### config.mk
export PLATFORM = sky130hd
export DESIGN_NAME = hazard_ctrl
export DESIGN_NICKNAME = d
export VERILOG_FILES = /design/src/rtl/hazard_ctrl.sv
export SDC_FILE = /design/constraint.sdc
export NUM_CORES = 1
export LEC_CHECK = 0
export CAP_MARGIN = 20
export CORE_ASPECT_RATIO = 0.9
export CORE_MARGIN = 2
export CORE_UTILIZATION = 41
export CTS_CLUSTER_DIAMETER = 30
export CTS_CLUSTER_SIZE = 20
export DETAILED_ROUTE_END_ITERATION = 10
export PLACE_DENSITY = 0.8
export SLEW_MARGIN = 20
export SYNTH_ARGS = -nofsm -noshare
export SYNTH_HDL_FRONTEND = slang
export SYNTH_SLANG_ARGS = --single-unit
### constraint.sdc
create_clock -name clk -period 1.9 [get_ports clk]
set_clock_uncertainty 0.05 [all_clocks]
set_input_delay 0.19 -clock clk [delete_from_list [all_inputs] [get_ports clk]]
set_output_delay 0.19 -clock clk [all_outputs]
set_load 0.005 [all_outputs]
### src/rtl/hazard_ctrl.sv
// Hazard, forwarding and stall controller for the 5-stage RV32 pipeline.
// Priority forwarding from FWD_STAGES downstream producers, load-use stall,
// redirect flush, multi-cycle execute handshake with timeout, stall counter.
module hazard_ctrl #(
  parameter int unsigned REG_AW     = 5,
  parameter int unsigned FWD_STAGES = 2,
  parameter int unsigned SEL_W      = 2,
  parameter int unsigned MC_TIMEOUT = 64,
  parameter int unsigned CNT_W      = 32
) (
  input  logic                         clk,
  input  logic                         rst,
  input  logic [REG_AW-1:0]            d_rs1,
  input  logic [REG_AW-1:0]            d_rs2,
  input  logic                         d_use1,
  input  logic                         d_use2,
  input  logic [REG_AW-1:0]            e_rs1,
  input  logic [REG_AW-1:0]            e_rs2,
  input  logic [REG_AW-1:0]            e_rd,
  input  logic                         e_reg_write,
  input  logic                         e_is_load,
  input  logic                         e_mc_start,
  input  logic                         mc_done,
  input  logic                         redirect,
  input  logic [FWD_STAGES*REG_AW-1:0] fwd_rd,
  input  logic [FWD_STAGES-1:0]        fwd_we,
  output logic                         pc_en,
  output logic                         f_d_en,
  output logic                         d_e_en,
  output logic                         f_d_flush,
  output logic                         d_e_flush,
  output logic                         e_bubble,
  output logic [SEL_W-1:0]             fwd_sel_a,
  output logic [SEL_W-1:0]             fwd_sel_b,
  output logic                         mc_busy,
  output logic                         mc_error,
  output logic [CNT_W-1:0]             stall_cnt
);

  localparam int unsigned TMO_W = (MC_TIMEOUT > 2) ? $clog2(MC_TIMEOUT) : 1;
  localparam logic [TMO_W-1:0] TMO_LAST = TMO_W'(MC_TIMEOUT - 1);

  typedef enum logic [0:0] {ST_RUN, ST_MC_WAIT} state_t;

  state_t           state;
  state_t           next_state;
  logic [TMO_W-1:0] tmo_cnt;
  logic             tmo_clr;
  logic             tmo_inc;
  logic             err_set;
  logic             load_use;
  logic [SEL_W-1:0] sel_a;
  logic [SEL_W-1:0] sel_b;

  // Nearest-first operand forwarding; loop runs far-to-near so the nearest match wins
  always_comb begin
    sel_a = '0;
    sel_b = '0;
    for (int k = int'(FWD_STAGES) - 1; k >= 0; k--) begin
      if (fwd_we[k] && (fwd_rd[k*REG_AW +: REG_AW] == e_rs1) && (e_rs1 != '0))
        sel_a = SEL_W'(k + 1);
      if (fwd_we[k] && (fwd_rd[k*REG_AW +: REG_AW] == e_rs2) && (e_rs2 != '0))
        sel_b = SEL_W'(k + 1);
    end
    fwd_sel_a = rst ? sel_a : '0;
    fwd_sel_b = rst ? sel_b : '0;
  end

  // Load in E whose destination is read by the instruction in D
  always_comb begin
    load_use = e_is_load && e_reg_write && (e_rd != '0) &&
               ((d_use1 && (d_rs1 == e_rd)) || (d_use2 && (d_rs2 == e_rd)));
  end

  // Next-state and pipeline control decode
  always_comb begin
    next_state = state;
    tmo_clr    = 1'b0;
    tmo_inc    = 1'b0;
    err_set    = 1'b0;
    pc_en      = 1'b0;
    f_d_en     = 1'b0;
    d_e_en     = 1'b0;
    f_d_flush  = 1'b0;
    d_e_flush  = 1'b0;
    e_bubble   = 1'b0;
    mc_busy    = 1'b0;
    if (!rst) begin
      f_d_flush  = 1'b1;
      d_e_flush  = 1'b1;
      e_bubble   = 1'b1;
      next_state = ST_RUN;
    end else begin
      unique case (state)
        ST_RUN: begin
          if (redirect) begin
            pc_en     = 1'b1;
            f_d_en    = 1'b1;
            d_e_en    = 1'b1;
            f_d_flush = 1'b1;
            d_e_flush = 1'b1;
          end else if (e_mc_start) begin
            next_state = ST_MC_WAIT;
            tmo_clr    = 1'b1;
            e_bubble   = 1'b1;
          end else if (load_use) begin
            d_e_en    = 1'b1;
            d_e_flush = 1'b1;
          end else begin
            pc_en  = 1'b1;
            f_d_en = 1'b1;
            d_e_en = 1'b1;
          end
        end
        ST_MC_WAIT: begin
          mc_busy  = 1'b1;
          e_bubble = 1'b1;
          tmo_inc  = 1'b1;
          if (mc_done) begin
            e_bubble   = 1'b0;
            next_state = ST_RUN;
          end else if (tmo_cnt == TMO_LAST) begin
            err_set    = 1'b1;
            d_e_flush  = 1'b1;
            next_state = ST_RUN;
          end
        end
        default: next_state = ST_RUN;
      endcase
    end
  end

  // State, timeout counter and sticky error
  always_ff @(posedge clk) begin
    if (!rst) begin
      state    <= ST_RUN;
      tmo_cnt  <= '0;
      mc_error <= 1'b0;
    end else begin
      state <= next_state;
      if (tmo_clr)
        tmo_cnt <= '0;
      else if (tmo_inc)
        tmo_cnt <= tmo_cnt + TMO_W'(1);
      if (err_set)
        mc_error <= 1'b1;
    end
  end

  // Saturating count of cycles with the PC held
  always_ff @(posedge clk) begin
    if (!rst)
      stall_cnt <= '0;
    else if (!pc_en && (stall_cnt != '1))
      stall_cnt <= stall_cnt + CNT_W'(1);
  end

endmodule

==> summary.txt <==
Placed design
  – Routability cong.: 0.822
  – HPWL after DPL: around 5800 um
  – Placed cell area: between 4000 and 5000 sq um
  – Port bufs: 89
  – Pre-CTS WS: -714 ps

Synthesis
  – Unique masters post-synth: 43
  – Net Count, Synth: roughly 360
  – Yosys warnings: 0
  – Post-synthesis instance total: around 310
  – Syn Area/Cell: roughly 8.3 sq um
  – Synthesized area: ~2600 sq um
  – Sequential share of the synthesized area: 0.313
  – Synth Register Bits: 40
  – Number of flops mapped to enable cells by yosys: 0
  – Ys flop type: dfxtp_1
  – Synth async-reset ratio: 0

Power
  – Leakage: approximately 0.0018 uW
  – Fraction of power spent switching nets: 0.249
  – Net Switching: 498 uW
  – PD cells: roughly 440 nW/um^2
  – Int Pwr: roughly 1500 uW
  – Clock network fraction of design power: 0.346
  – Comb power frac: 0.229
  – Final Power: between 2000 and 2500 uW
  – Part of the power in registers: 0.426
  – VDD IR max: roughly 0.24 mV

Setup path
  – Reg2Reg Launch Point: stall_cnt[22]
  – Worst Path Max Fanout: 12
  – Crit start category: flop
  – Arrival time worst endpoint: 2110 ps
  – Crit end category: flop
  – Critical Path RT: between 2000 and 2500 ps
  – Critical path type: flop to flop
  – CP startpoint: stall_cnt[22]

Floorplan
  – Initial Util: 0.421
  – I/O pins: 90
  – Die Y: 78.9 um
  – Die area: roughly 6900 sq um
  – Num rows: 27
  – Core Region: 6080 sq um
  – Die width: slightly below 90 um

GRT
  – First-pass GRT wire length: between 10000 and 15000 um
  – Overflow after GRT: 0
  – Gr usage total: 0.244
  – Largest net degree at the start of global routing: 29
  – Number of global-route vias before repair: 3105
  – Initial antenna violation count: 0

Finish
  – Fill cells: between 400 and 500
  – Sequential Area: approximately 810 sq um
  – Layout cells sized above 1: 0.366
  – Commonest non-fill, non-tap cell in the layout: buf_4
  – Cell area after layout: about 4600 sq um
  – Commonest cells after routing, fill and taps aside: buf_4 (75), clkdlybuf4s50_1 (50), dfxtp_1 (32), nand2_1 (20), o31ai_1 (18)
  – Ant diodes: 0
  – Area taken by multi-input logic gates: between 1500 and 2000 sq um
  – P&R area growth vs syn: 79.0%
  – Layout Nets: approximately 520

Clock network
  – Longest Clk Path Bufs: 2
  – Hold_buf cts: 0
  – Worst-skew pair later-pin latency: about 290 ps
  – CTS H-tree depth: 2
  – Num CTS Buffers: 5
  – CTS root buffer: clkbuf_8
  – CTS tree: built
  – Clk sinks: 40
  – Reg clk slew, reported paths: 80 ps

STA
  – Final worst-path cycle share: 1.02
  – Max Fclk: 0.515 GHz
  – Period minus WS final: approximately 2000 ps
  – Slew Viols, Final: 0
  – Final setup fails: 11
  – Slew margin rel.: 0.746
  – Tightest Pin Transition: ~380 ps
  – Final Hold Fails: 0
  – Final hold slack: 425 ps
  – RSZ-0062 raised after global routing: yes
  – Worst Slack Setup Final: -42.0 ps

Drt
  – WL final: between 8000 and 9000 um
  – Detailed Route Iter0 Violations: 238
  – Via count: between 3000 and 4000
  – Drt first pass iters: 5
  – DRC: 0
  – ANT nets after route: 0
  – Wire length per cell: between 15 and 20 um
  – Avg Vias per Cell: around 5.8

Run status
  – Outcome: complete, but fails checks
  – Failing checks: setup timing

Worst hold path
  – Hold Startpoint: mc_error
  – Min-Delay Path Class: flop to flop

Flow run
  – Max Cap Viol: 0
-- flip-flops by register name, summed over array words and instances (netlist names) --
signal and count:
mc_error 1, state 1, stall_cnt 32, tmo_cnt 6
-- cell usage after synthesis, drive strengths merged (3+ instances only) --
library cell	count	area (sq um)
o21ai	6	30.0
clkbuf	6	22.5
and2	7	43.8
dfxtp	40	801
nor4	10	68.8
and3	7	43.8
inv	6	22.5
nor3	7	51.3
o21a	3	22.5
o31ai	20	150
nand2	22	82.6
a21oi	27	135
nand2b	8	50.1
nand4	13	87.6
o41ai	3	26.3
or4	23	173
nor2	15	63.8
mux2i	6	60.1
nand3	17	90.1
xnor2	22	193
xor2	10	87.6
or3	3	18.8
buf	11	100
-- power groups by stage --
stage / Sequential [uW] / Clock [uW] / Combinational, uW
5_1_grt: 853 / 737 / 486
6_report: 852 / 692 / 458
3_5_place_dp: 871 / 0 / 382
2_1_floorplan: 872 / 0 / 147
3_3_place_gp: 870 / 0 / 374
4_1_cts: 851 / 699 / 427
-- logic make-up (layout without fill, tap and decap cells) --
kind of cell | Yosys count | count (layout) | synth area share
buffers and inverters | 23 | 192 | 0.0567
XOR/XNOR | 32 | 32 | 0.110
multiplexers | 6 | 6 | 0.0235
AND/OR/NAND/NOR | 137 | 137 | 0.318
flip-flops | 40 | 40 | 0.313
adder cells (fa/ha/maj) | 2 | 2 | 0.00978
AO/OA/AOI/OAI | 67 | 67 | 0.170
-- metrics by stage --
| stage | utilization | cells | setup TNS, ps |
|---|---|---|---|
| after global placement | 0.663 | 526 | -19500 |
| after floorplan | - | 307 | 0 |
| after CTS | 0.717 | 544 | -119 |
| after global routing | 0.753 | 548 | -2020 |
| final | 0.753 | 548 | -235 |
| after detailed placement | 0.663 | 526 | -21810 |
-- metal layers --
metal  vias up  routed length, um  GRT usage
li1       1494                  -          -
met1      1512               3810      0.292
met2       139               4460      0.433
met3        14                549     0.0416
met4         0                151     0.0892
met5         -                  0          0
-- path summary, 6_finish.rpt --
kind | to | slack [ps] | depth (start not counted)
max | stall_cnt[21] | -40 | 7
max reg2reg | stall_cnt[21] | -40 | 7
min reg2reg | mc_error | 430 | 1
min | mc_error | 430 | 1
-- critical path, stage by stage, from the launching register on --
cell,delay (ps)
dfxtp_2,340
and3_1,200
and2_2,240
nand4_4,140
nor2_4,60
buf_4,170
or4_1,480
a21oi_1,190
-- cell type report --
cell class	count	share of cell area
repair buffers	178	0.367
well taps	72	0.0197
clock buffers	6	0.0158
inverters	6	0.00546
clock inverters	2	0.00765
flip-flops and latches	40	0.177
multi-input cells	244	0.408
-- timing repair --
action                                  4_1_cts  5_1_grt
pin swaps                                    46       31
gates cloned                                  2        1
resized for setup                           104       60
endpoints found under the setup margin       40       40
setup buffers                                 8        3
(Power assumes the default switching activity.)
